==> config.mk <==
export PLATFORM = sky130hd
export DESIGN_NAME = popcnt_seq
export DESIGN_NICKNAME = d
export VERILOG_FILES = /design/src/rtl/popcnt_pkg.sv /design/src/rtl/popcnt_word.sv /design/src/rtl/popcnt_seq.sv
export SDC_FILE = /design/constraint.sdc
export NUM_CORES = 1
export LEC_CHECK = 0
export ABC_AREA = 1
export CORE_UTILIZATION = 49
export CTS_CLUSTER_SIZE = 8
export DETAILED_ROUTE_END_ITERATION = 6
export PLACE_DENSITY = 0.8
export REMOVE_ABC_BUFFERS = 1
export SYNTH_ARGS = -nofsm -noshare
export SYNTH_HDL_FRONTEND = slang
export SYNTH_SLANG_ARGS = --single-unit
==> constraint.sdc <==
create_clock -name clk -period 7.6 [get_ports clk]
set_input_delay 1.52 -clock clk [delete_from_list [all_inputs] [get_ports clk]]
set_output_delay 1.52 -clock clk [all_outputs]
set_load 0.01 [all_outputs]
==> src/rtl/popcnt_pkg.sv <==
// popcnt_pkg: shared state/mode types and the accumulator width helper
// for the popcount sequencer.
`default_nettype none

package popcnt_pkg;

  typedef enum logic [1:0] {
    IDLE = 2'd0,
    RUN  = 2'd1,
    DONE = 2'd2
  } popcnt_state_e;

  typedef enum logic {
    MODE_AND  = 1'b0,
    MODE_XNOR = 1'b1
  } popcnt_mode_e;

  // Per-word count needs BW_O+1 bits; summing up to 2**BW_LEN-1 words adds BW_LEN bits.
  function automatic int acc_width(input int bw_o, input int bw_len);
    return bw_o + 1 + bw_len;
  endfunction

endpackage

`default_nettype wire

==> src/rtl/popcnt_word.sv <==
// popcnt_word: combinational population count of one 2**BW_O-bit word.
// Output is BW_O+1 bits wide so an all-ones word is representable.
`default_nettype none

module popcnt_word #(
  parameter int BW_O = 4
) (
  input  logic [(2**BW_O)-1:0] i_word,
  output logic [BW_O:0]        o_cnt
);

  localparam int BW_I = 2**BW_O;

  always_comb begin
    o_cnt = '0;
    for (int i = 0; i < BW_I; i++) begin
      o_cnt = o_cnt + {{BW_O{1'b0}}, i_word[i]};
    end
  end

endmodule

`default_nettype wire

==> src/rtl/popcnt_seq.sv <==
// popcnt_seq: job sequencer accumulating per-word AND/XNOR popcounts over
// a multi-word vector, returning one registered sum per job.
`default_nettype none

module popcnt_seq
  import popcnt_pkg::*;
#(
  parameter int BW_O   = 4,
  parameter int BW_I   = 2**BW_O,
  parameter int BW_LEN = 8
) (
  input  logic                                   clk,
  input  logic                                   rst,
  input  logic                                   i_start,
  input  logic [BW_LEN-1:0]                      i_len,
  input  logic                                   i_xnor,
  input  logic                                   i_abort,
  input  logic [BW_I-1:0]                        i_act,
  input  logic [BW_I-1:0]                        i_wgt,
  input  logic                                   i_valid,
  output logic                                   o_ready,
  output logic [acc_width(BW_O, BW_LEN)-1:0]     o_sum,
  output logic                                   o_valid,
  input  logic                                   i_ready,
  output logic                                   o_busy
);

  localparam int BW_ACC = acc_width(BW_O, BW_LEN);

  popcnt_state_e       state_q, state_d;
  popcnt_mode_e        mode_q, mode_d;
  logic [BW_LEN-1:0]   rem_q, rem_d;
  logic [BW_ACC-1:0]   acc_q, acc_d;

  logic [BW_I-1:0]     w_pre;
  logic [BW_O:0]       w_cnt;

  assign w_pre = (mode_q == MODE_XNOR) ? ~(i_act ^ i_wgt) : (i_act & i_wgt);

  popcnt_word #(
    .BW_O (BW_O)
  ) u_word (
    .i_word (w_pre),
    .o_cnt  (w_cnt)
  );

  always_ff @(posedge clk or posedge rst) begin
    if (rst) begin
      state_q <= IDLE;
      mode_q  <= MODE_AND;
      rem_q   <= '0;
      acc_q   <= '0;
    end else begin
      state_q <= state_d;
      mode_q  <= mode_d;
      rem_q   <= rem_d;
      acc_q   <= acc_d;
    end
  end

  always_comb begin
    state_d = state_q;
    mode_d  = mode_q;
    rem_d   = rem_q;
    acc_d   = acc_q;
    // Abort outranks a final beat or result handshake landing on the same edge.
    if (i_abort) begin
      state_d = IDLE;
      rem_d   = '0;
      acc_d   = '0;
    end else begin
      case (state_q)
        IDLE: begin
          if (i_start) begin
            rem_d   = i_len;
            mode_d  = i_xnor ? MODE_XNOR : MODE_AND;
            acc_d   = '0;
            state_d = (i_len != '0) ? RUN : DONE;
          end
        end
        RUN: begin
          if (i_valid) begin
            acc_d = acc_q + {{(BW_ACC-BW_O-1){1'b0}}, w_cnt};
            rem_d = rem_q - BW_LEN'(1);
            if (rem_q == BW_LEN'(1)) begin
              state_d = DONE;
            end
          end
        end
        DONE: begin
          if (i_ready) begin
            state_d = IDLE;
          end
        end
        default: state_d = IDLE;
      endcase
    end
  end

  assign o_ready = (state_q == RUN);
  assign o_valid = (state_q == DONE);
  assign o_busy  = (state_q != IDLE);
  assign o_sum   = acc_q;

endmodule

`default_nettype wire

==> reports/metrics.yaml <==
outcome: "complete, but fails checks"
violations: "design-rule violations"
synth_edf_count: 0
cts.sinks: 24
path_depth: 21
via_per_inst: 5.23
endpoint: "o_sum[11]"
rr_startpoint: "mode_q"
finalWeightedCongestion: 0.836
synthCells: 320
die_y_um: 71.0
reg2reg_depth: 20
hold_viol_final: 0
syn_avg_cell_area_um2: 7.30
rows: 24
grtUsageTotal: 0.225
overflow: 0
yosys_warnings: 0
portBuffers: 62
relSlewSlack: 0.377
synthFlopType: "dfrtp_1"
critical_path_buf_inv_count: 4
ff2ff_setup_slack_ps: 1750
cts-resized-gates: 0
yosysMostFrequentCell: "nand2_1"
final_max_slew_viol_count: 0
die_w_um: 71.0
cts_buffer_depth: 2
ant_nets: 0
yosys.area.top_type: "dfrtp_1"
wl_um: 5190
design.core.area_um2: 4470
die_area_um2: 5040
crit_chain: "clkdlybuf4s50_1 > ha_1 > o21ai_0 > ha_1 > fa_1 > fa_1 > fa_1 > inv_1 > fa_1 > fa_1 > fa_1 > o21ai_0 > ha_1 > a21oi_1 > inv_1 > nand2_1 > nand2_1 > nand3_1 > nand2_1 > inv_1 > nor2_1"
synth-compound-area-share: 0.120
hold_class: "reg -> reg"
num_vias: 2260
ys_seq_area_frac: 0.257
postCtsHoldBufs: 0
finalCritPeriodShare: 0.899
synth_top_family_by_area: "simple AND/OR/NAND/NOR gates"
h-tree-depth: 1
synth_fa_ha_area_frac: 0.244
drtIter0Drc: 124
reg2reg_to: "o_sum[11]"
async_flop_share: 1.00
netlist_top_cells_area: "dfrtp_1, ha_1, nand2_1"
ys_ff_latch: 24
ctsRootBufferMaster: "clkbuf_8"
hpwlAfterDp_um: 4350
slowest_stage: "fa_1"
grt_max_degree: 26
postCtsSetupRepairBufs: 0
fin_util: 0.680
synth_xor_area_frac: 0.0263
antenna_found_initial: 0
syn_area_um2: 2330
startpoint_type: "primary input"
crit_fanout: 5
wl_per_cell_um: 12.0
fin_worst_skew_ps: 6.90
drv_cap: 0
cts_buffers: 3
synth_top_area_share: 0.257
critPathKind: "in -> reg"
cp.arrival_ps: 7000
syn_to_final_growth_pct: 30.3
clock.fmax_mhz: 146
grt_pass1_wl_um: 9140
crit_top_cell: "fa_1"
start_util: 0.522
cpPeakStageDelay_ps: 550
diodes: 0
grt_pass1_vias: 2143
rsz0062_at_grt: "false"
synth_common_cells: "nand2_1, inv_1, nor2_1"
drive_above_1_share: 0.0368
synth_cell_type_count: 25
clock_latency_ps: 270
fin_crit_ps: 6830
critPathCaptureType: "register"
startpoint: "i_act[1]"
first_pass_iters: 6
setup_tns_ps: 0
yosys.area_share.simple: 0.265
cp_top_family: "adder cells"
tritoncts: "done"
nets: 467
required_ps: 7770
drc: 2
finalSetupViolations: 0
worstMarginPinSlew_ps: 933
cts.clk_slew.worst_paths_ps: 90
synthMuxAreaShare: 0
pin_count: 63
[final cells by class]
type / instances / area (um2)
fillers: 384 / 1430
well taps: 52 / 65.1
repair buffers: 62 / 621
inverters: 46 / 173
multi-input cells: 244 / 1530
clock buffers: 4 / 55.1
flip-flops and latches: 24 / 601
[cell families after synthesis]
kind of cell	count (synthesis)
buffers and inverters	52
adder cells (fa/ha/maj)	39
XOR/XNOR	7
AND/OR/NAND/NOR	146
AO/OA/AOI/OAI	52
flip-flops	24
[worst register-to-register path, delay by kind of cell (launching register included)]
kind | cells | cell delay [ps]
simple gates | 5 | 390
flops | 1 | 460
buf+inv | 4 | 610
compound gates | 3 | 630
fa+ha+maj | 8 | 3660
[worst min path at each step]
stage / startpoint / endpoint / cells past startpoint
after floorplan: rem_q[6] / rem_q[6] / 2
after global placement: rem_q[6] / rem_q[6] / 2
after detailed placement: rem_q[1] / rem_q[1] / 2
after CTS: rem_q[1] / rem_q[1] / 2
after global routing: rem_q[1] / rem_q[1] / 2
final: rem_q[1] / rem_q[1] / 2
[registers in the layout, summed over array words and instances, names as in the netlist]
name and flops:
state_q 2, o_sum 13, mode_q 1, rem_q 8
[metrics by stage]
stage	instance area [um2]	hold WS, ps	setup WS (ps)	instances
3_3_place_gp	2990	467	600	428
2_1_floorplan	2300	449	1230	314
6_report	3040	496	768	432
5_1_grt	3040	520	400	432
4_1_cts	3040	496	737	432
3_5_place_dp	2990	474	482	428
[layout by cell type (no fill, tap or decap)]
| master | count |
|---|---|
| nor2_4 | 1 |
| o22ai_1 | 4 |
| a22o_1 | 1 |
| nand3_4 | 1 |
| ha_1 | 28 |
| dfrtp_1 | 24 |
| xor2_1 | 4 |
| nand3_2 | 1 |
| a21oi_1 | 14 |
| o31ai_1 | 2 |
| o211ai_1 | 2 |
| o21ai_0 | 29 |
| nand2_1 | 81 |
| clkbuf_8 | 4 |
| inv_1 | 42 |
| nand2_2 | 3 |
| xnor2_1 | 3 |
| clkdlybuf4s50_1 | 62 |
| nand3_1 | 18 |
| inv_2 | 4 |
| nor3_1 | 4 |
| nor2_1 | 34 |
| nand4_1 | 3 |
| fa_1 | 11 |
[routing by layer]
metal	share of wire	up-vias	track usage
li1	-	1160	-
met1	0.44	1028	0.287
met2	0.49	64	0.404
met3	0.054	8	0.0370
met4	0.014	0	0.0444
met5	0	-	0
Power is not shown: default switching activity piles up to over one toggle a cycle in this logic, so the estimate is an artifact.
